`config.mk`:
```
export PLATFORM = sky130hd
export DESIGN_NAME = i2c_cmd_arbiter
export DESIGN_NICKNAME = d
export VERILOG_FILES = /design/src/rtl/i2c_cmd_arbiter.sv
export SDC_FILE = /design/constraint.sdc
export NUM_CORES = 1
export LEC_CHECK = 0
export CORE_MARGIN = 2
export CORE_UTILIZATION = 25
export CTS_CLUSTER_DIAMETER = 30
export DETAILED_ROUTE_END_ITERATION = 10
export PLACE_DENSITY = 0.54
export SETUP_SLACK_MARGIN = 0.2
export SYNTH_ARGS = -nofsm -noshare
export SYNTH_HDL_FRONTEND = slang
export SYNTH_SLANG_ARGS = --single-unit
```
`constraint.sdc`:
```
create_clock -name clk -period 2.2 [get_ports clk]
set_input_delay 0.22 -clock clk [delete_from_list [all_inputs] [get_ports clk]]
set_output_delay 0.22 -clock clk [all_outputs]
set_load 0.005 [all_outputs]
```
`src/rtl/i2c_cmd_arbiter.sv`:
```
// i2c_cmd_arbiter: round-robin sharing of one 24-bit I2C write engine among
// NUM_REQ requesters, with NACK retry and a watchdog on the WAIT phase.
module i2c_cmd_arbiter #(
  parameter int unsigned NUM_REQ   = 2,
  parameter int unsigned RETRY_MAX = 3,
  parameter int unsigned TIMEOUT   = 65535
) (
  input  logic                    clk,
  input  logic                    reset,
  input  logic [NUM_REQ-1:0]      req,
  input  logic [24*NUM_REQ-1:0]   req_data,
  output logic [NUM_REQ-1:0]      grant,
  output logic [NUM_REQ-1:0]      ack,
  output logic [NUM_REQ-1:0]      err,
  output logic                    busy,
  output logic                    eng_start,
  output logic [23:0]             eng_data,
  input  logic                    eng_busy,
  input  logic                    eng_done,
  input  logic                    eng_nack
);

  localparam int unsigned IDX_W = (NUM_REQ > 1) ? $clog2(NUM_REQ) : 1;
  localparam int unsigned CMD_W = 24;

  typedef enum logic [1:0] {IDLE, ISSUE, WAIT, RESP} state_t;

  state_t             state;
  logic [IDX_W-1:0]   last_served;
  logic [IDX_W-1:0]   gnt_idx;
  logic [3:0]         retry_cnt;
  logic [15:0]        timer;
  logic               resp_err;

  logic [CMD_W-1:0]   cmd_c [NUM_REQ];
  logic               win_found_c;
  logic [IDX_W-1:0]   win_idx_c;

  // Unpack the flat command bus into one slice per requester
  always_comb begin
    for (int i = 0; i < int'(NUM_REQ); i++) begin
      cmd_c[i] = req_data[CMD_W*i +: CMD_W];
    end
  end

  // Round-robin search starting just after the last served requester
  always_comb begin
    win_found_c = 1'b0;
    win_idx_c   = '0;
    // Walk from farthest to nearest so the nearest requesting index wins
    for (int k = int'(NUM_REQ); k >= 1; k--) begin
      if (req[IDX_W'((int'(last_served) + k) % int'(NUM_REQ))]) begin
        win_found_c = 1'b1;
        win_idx_c   = IDX_W'((int'(last_served) + k) % int'(NUM_REQ));
      end
    end
  end

  // Arbitration / issue / wait / response sequencer with registered outputs
  always_ff @(posedge clk) begin
    if (reset) begin
      state       <= IDLE;
      grant       <= '0;
      ack         <= '0;
      err         <= '0;
      busy        <= 1'b0;
      eng_start   <= 1'b0;
      eng_data    <= '0;
      last_served <= IDX_W'(NUM_REQ - 1);
      gnt_idx     <= '0;
      retry_cnt   <= '0;
      timer       <= '0;
      resp_err    <= 1'b0;
    end else begin
      eng_start <= 1'b0;
      ack       <= '0;
      err       <= '0;
      case (state)
        IDLE: begin
          // Skip the cycle carrying ack/err so the requester can drop req
          if (win_found_c && (ack == '0) && (err == '0)) begin
            grant            <= '0;
            grant[win_idx_c] <= 1'b1;
            gnt_idx          <= win_idx_c;
            eng_data         <= cmd_c[win_idx_c];
            retry_cnt        <= '0;
            busy             <= 1'b1;
            state            <= ISSUE;
          end
        end
        ISSUE: begin
          if (!eng_busy) begin
            eng_start <= 1'b1;
            timer     <= '0;
            state     <= WAIT;
          end
        end
        WAIT: begin
          timer <= timer + 16'd1;
          if (eng_done) begin
            if (!eng_nack) begin
              resp_err <= 1'b0;
              state    <= RESP;
            end else if (retry_cnt < 4'(RETRY_MAX)) begin
              retry_cnt <= retry_cnt + 4'd1;
              state     <= ISSUE;
            end else begin
              resp_err <= 1'b1;
              state    <= RESP;
            end
          end else if (timer + 16'd1 == 16'(TIMEOUT)) begin
            resp_err <= 1'b1;
            state    <= RESP;
          end
        end
        RESP: begin
          if (resp_err) err <= grant;
          else          ack <= grant;
          last_served <= gnt_idx;
          grant       <= '0;
          busy        <= 1'b0;
          state       <= IDLE;
        end
        default: state <= IDLE;
      endcase
    end
  end

endmodule

```
==> out/metrics.cfg <==
[clock_network]
cts.path.max_buffers=2
cts_resized=0
cts_sinks=57
cts_tree=built
hold_buffers=0
worstSkewPairLatency_ns=0.33
cts_setup_buffers=0
numCtsBuffers=9
clk_pin_slew_ns=0.07
h-tree-depth=3
cts_root_buffer=clkbuf_8

[floorplan]
die_area_um2=12100
die-height_um=110
start_util_pct=25.8
core_area_um2=10900
die_w_um=110
io_pins=87
rows=38

[critical_path]
cp_num_buf_inv=0
cp_slowest_cell=dfxtp_1
critPathLaunch=timer[4]
path_cells=and4_4, nand3_2, or3_1, a32oi_1, nand3_1, a211oi_2
worst_path_largest_cell_delay_ns=0.47
r2r-start=timer[4]
path_delay_family=simple AND/OR/NAND/NOR gates
start_kind=flip-flop
end_kind=flip-flop
required_ns=2.45
crit_type=reg2reg
cp_max_fo=6
critPathArrivalTime_ns=2.16

[logic_synthesis]
async_reset_ff_share_pct=0
synth_flop_cell=dfxtp_1
yosys_register_bits=57
ys_warn_count=0
synth_cells=327
seq_area_frac_synth_pct=40.7
synth_edf_count=0
yosysMostFrequentCell=nor2_1
syn-num-nets=385
syn_area_um2=2800
synth_top_cell_by_area=dfxtp_1
synth_top_area_share_pct=40.7
synth_commonest_cells=nor2_1, dfxtp_1, mux2i_1, a211oi_1, nand2_1
syn_area_per_cell_um2=8.57
synth_area_leaders=dfxtp_1, mux2i_1, nor2_1
synth_cell_types=47

[placed_design]
dp_hpwl_mm=5.14
port_buffers=85
place.gp.congestion=0.813

[final_layout]
diodes=0
area.growth.synth_to_final_pct=43.7
drive_gt1_share_pct=10.2
final_nets=463

[sta]
fin_skew_ns=0.00437
fin_setup_tns_ns=0
maxSlewViolCount=0
tightest_slew_ns=0.737
slew_headroom_pct=50.9
clock.fmax_mhz=525
hold_viol_final=0
min_period_ns=1.90
finalSetupViolations=0
rsz0062_at_grt=true
period_share_pct=86.6

[detailed_routing]
route.detailed.drc=0
wire_per_inst_um=12.8
ant_nets=0
num_vias=2626
wl_mm=7.04
viasPerCell=4.77
drt-pass1-iter-count=4
drtIter0Drc=83

[run_status]
outcome=finished, final reports clean

[power]
ir_drop_v=0.000297
power_uw=2540
power.leakage_uw=0.00157
power.density_nw_per_um2=629

[min_path]
min_path_type=in2reg
min_from=reset

[grt]
grt_max_degree=53
overflow=0
grt_pass1_wl_mm=11.8
antenna_found_initial=0
grt_pass1_vias=2519
grt.total_usage_pct=12.5

[run]
cap_violations=0

[logic make-up after synthesis]
kind of cell	share of synthesized area (%)
flops	40.7
xor+xnor	0.937
fa+ha+maj	1.34
mux	10.0
compound gates	19.6
simple gates	22.0
buf+inv	5.40
[final cells by class]
type	count	area, µm²
Fill cell	1114	6860
Multi-Input combinational cell	234	1540
Sequential cell	57	1140
Timing Repair Buffer	94	938
Tap cell	140	175
Clock buffer	11	141
Clock inverter	5	55.1
Inverter	9	33.8
[cell usage in the layout (no fill, tap or decap), types with 3 or more instances in the layout]
master	netlist	final
a211oi_1	24	24
a21oi_1	15	15
a311oi_1	8	8
a31oi_1	5	5
buf_4	1	7
clkbuf_8	0	10
clkdlybuf4s50_1	0	84
dfxtp_1	57	54
dfxtp_2	0	3
inv_1	9	9
mux2i_1	28	28
nand2_1	21	21
nand3_1	6	5
nand4_1	3	3
nor2_1	58	58
nor3_1	8	8
nor3b_1	3	3
nor4_1	4	4
o21ai_0	10	10
xnor2_1	3	3
[through the flow]
step | setup WS, ns | cells | hold WS [ns] | cell area [µm²] | util [%]
finish | 0.295 | 550 | 0.434 | 4030 | 37.0
global placement | 0.305 | 534 | 0.464 | 3800 | 34.9
floorplan | 0.511 | 327 | 0.297 | 2800 | -
detailed placement | 0.255 | 534 | 0.468 | 3800 | 34.9
CTS | 0.237 | 550 | 0.427 | 4000 | 36.8
global route | 0.196 | 550 | 0.453 | 4030 | 37.0
[layer usage]
| layer | up-vias | wire [µm] | GRT usage (%) |
|---|---|---|---|
| li1 | 1343 | - | - |
| met1 | 1191 | 3130 | 15.4 |
| met2 | 84 | 3150 | 18.8 |
| met3 | 8 | 674 | 6.22 |
| met4 | 0 | 86 | 4.79 |
| met5 | - | 0 | 0 |
[power breakdown]
group	internal (µW)	leakage, µW	switching, µW
Clock	550	0.0000953	421
Sequential	1090	0.000467	42.8
Combinational	252	0.00101	178
Total	1890	0.00157	642
[flip-flops by register name (all words and copies together) (netlist names), 2 cells and up]
signal and flops:
err 2, timer 16, ack 2, grant 2
retry_cnt 4, state 2, eng_data 24
[worst paths after layout]
kind	to	slack [ns]	depth (start not counted)
worst max-delay path	state[0]	0.30	6
worst min-delay path	gnt_idx	0.43	2
worst max register to register	state[0]	0.30	6
worst min register to register	retry_cnt[3]	0.47	1
No activity file was read; power rests on OpenSTA's default activity.
==> RTL change (same settings) <==
Encoding of `state_t`: now one-hot (4 bits for 4 states).
--- a/src/rtl/i2c_cmd_arbiter.sv
+++ b/src/rtl/i2c_cmd_arbiter.sv
@@ -23,7 +23,7 @@
   localparam int unsigned IDX_W = (NUM_REQ > 1) ? $clog2(NUM_REQ) : 1;
   localparam int unsigned CMD_W = 24;
 
-  typedef enum logic [1:0] {IDLE, ISSUE, WAIT, RESP} state_t;
+  typedef enum logic [3:0] {IDLE = 4'b0001, ISSUE = 4'b0010, WAIT = 4'b0100, RESP = 4'b1000} state_t;
 
   state_t             state;
   logic [IDX_W-1:0]   last_served;
Check against the original RTL: no difference found for any inputs over 4 cycles, from zero or initial values and one cycle with reset high; so few cycles prove little.
==> RTL change against the unedited design <==
Routed wire length grew 20%; clock power grew 67%; total power grew 31%; synthesized cell count grew 2.1%; sequential share of layout area shrank 2.9 points; critical endpoint is now state[2]$_SDFFE_PP0P_; highest routed layer unchanged; setup slack lost 3.5 ps; largest power group is now clock; cell area grew 17%; non-clock buffer count grew 18; synthesized area grew 11%; sequential cell count grew 2; largest cell class unchanged; cell count grew 9.6%.
==> RTL change: results (changes against the unedited design) <==
{| class="wikitable"
! Metric !! Value
|-
| Peak supply drop || 0.000359 V (+21%)
|-
| Average via count per standard cell || 4.75 (-0.56%)
|-
| Endpoint of the worst hold path || state[1]$_SDFFE_PP0P_
|-
| Detail-routed net length per standard cell || 14.1 um (+9.9%)
|-
| Overall Global Routing Usage || 12.4% (-0.18 points)
|-
| Gpl congestion || 0.772 (-5.1%)
|-
| Compound-cell area share of the yosys netlist || 22.6% (+2.9 points)
|-
| Clock tree skew after final layout || 7.50 ps (+3.13 ps)
|-
| Number of standard cells after synthesis || 334 (+2.1%)
|-
| Proportion of layout cells with a drive suffix above 1 || 23.2% (+13 points)
|-
| Post-Synth Adder-Cell Area || 1.21% (-0.13 points)
|-
| First-pass detailed-route iteration total || 5 (+1)
|-
| Post-DP HPWL || 5.80 mm (+13%)
|-
| Number of stages on the worst hold path || 3 (+1)
|-
| Final hold violation count || 0 (unchanged)
|-
| Worst r2r src || timer[7]$_SDFFE_PP0P_
|-
| Top post-synthesis cells by count || 59 x sky130_fd_sc_hd__dfxtp_1, 52 x sky130_fd_sc_hd__nor2_1, 24 x sky130_fd_sc_hd__mux2i_1
|-
| Setup Slack @ Placement || 95.0 ps (-160 ps)
|-
| CP max stage cell || sky130_fd_sc_hd__dfxtp_4
|-
| Clock root buffer || sky130_fd_sc_hd__clkbuf_16
|-
| Largest net degree at the start of global routing || 54 (+1.9%)
|-
| First-pass GRT wire length || 13.0 mm (+11%)
|-
| DRT iter0 DRCs || 135 (+63%)
|-
| Reported net switching power || 0.766 mW (+19%)
|-
| Outcome || completed
|-
| Worst path max stage delay || 390 ps (-80 ps)
|-
| Unique masters post-synth || 59 (+26%)
|-
| Final #Nets || 488 (+5.4%)
|-
| Largest driver fanout on the critical path || 7 (+1)
|-
| Largest regs || eng_data: 24 flops, timer: 16 flops
|-
| Dpl cells || 582 (+9.0%)
|-
| Achievable Freq || 0.524 GHz (-0.18%)
|-
| Post-Syn Nets || 392 (+1.8%)
|-
| Synth Area in XOR/XNOR || 1.13% (+0.19 points)
|-
| Standby leakage power || 1.81 nW (+15%)
|-
| Leading cell types by total area after synthesis || sky130_fd_sc_hd__dfxtp_1 38%, sky130_fd_sc_hd__a211oi_2 8.5%, sky130_fd_sc_hd__mux2i_1 7.8%
|-
| Slew at the pin with the worst max-slew slack || 378 ps (-359 ps)
|-
| Final-layout fill cell count || 1,227 (+10%)
|-
| Vias in the first global route || 2,664 (+5.8%)
|-
| Multiplexer area fraction after synthesis || 7.75% (-2.2 points)
|-
| Data arrival time of the critical path || 2130 ps (-30 ps)
|-
| Worst reg2reg endpoint || state[2]$_SDFFE_PP0P_
|-
| Proportion of synthesized chip area in sequential cells || 38.1% (-2.6 points)
|-
| Post-detailed-routing wire length || 8.48 mm (+20%)
|}
RTL change: cell count changes after synthesis, sizes merged, moves of 4 or more:
cell / before / now
and3: 0 / 7
inv: 9 / 2
nand2: 21 / 14
buf: 14 / 20
clkbuf: 13 / 7
nor2: 59 / 53
a21oi: 15 / 19
mux2i: 28 / 24
RTL change: per-layer routing:
metal,global-route usage [%],share of wire (%),vias to the layer above
met5,0,0,-
met4,4.10,0.64,0
met3,4.27,8.6,6
met2,19.2,44,106
met1,16.0,47,1323
li1,-,-,1428
RTL change: cell families after synthesis:
logic type / after synthesis
simple gates: 129
compound gates: 86
flops: 59
buf+inv: 29
mux: 24
xor+xnor: 4
fa+ha+maj: 3
RTL change: power groups by stage:
stage / sequential (mW) / combinational [mW] / clock (mW)
after floorplan: 1.19 / 0.234 / 0
after global placement: 1.19 / 0.485 / 0
after detailed placement: 1.19 / 0.491 / 0
after CTS: 1.17 / 0.492 / 1.68
after global routing: 1.17 / 0.565 / 1.73
final: 1.17 / 0.522 / 1.62
RTL change: repair_timing:
item | in CTS | in global routing
buffers inserted | 0 | 3
gates resized for setup | 7 | 23
cloned | 0 | 2
hold buffers | 0 | 0
pin swaps | 2 | 10
setup endpoints to repair | 3 | 31
RTL change: layout make-up:
type / count / area share (%)
Multi-Input combinational cell: 246 / 38.7
Clock inverter: 7 / 2.63
Inverter: 2 / 0.160
Sequential cell: 59 / 25.5
Tap cell: 168 / 4.47
Clock buffer: 9 / 4.79
Timing Repair Buffer: 112 / 23.7
RTL change: metrics by stage:
step	hold slack, ps	utilization, %	instance area, sq um
after floorplan	312	-	3100
after global placement	445	34.6	4170
after detailed placement	449	34.6	4170
after CTS	288	37.7	4550
after global routing	300	39.0	4700
final	291	39.0	4700
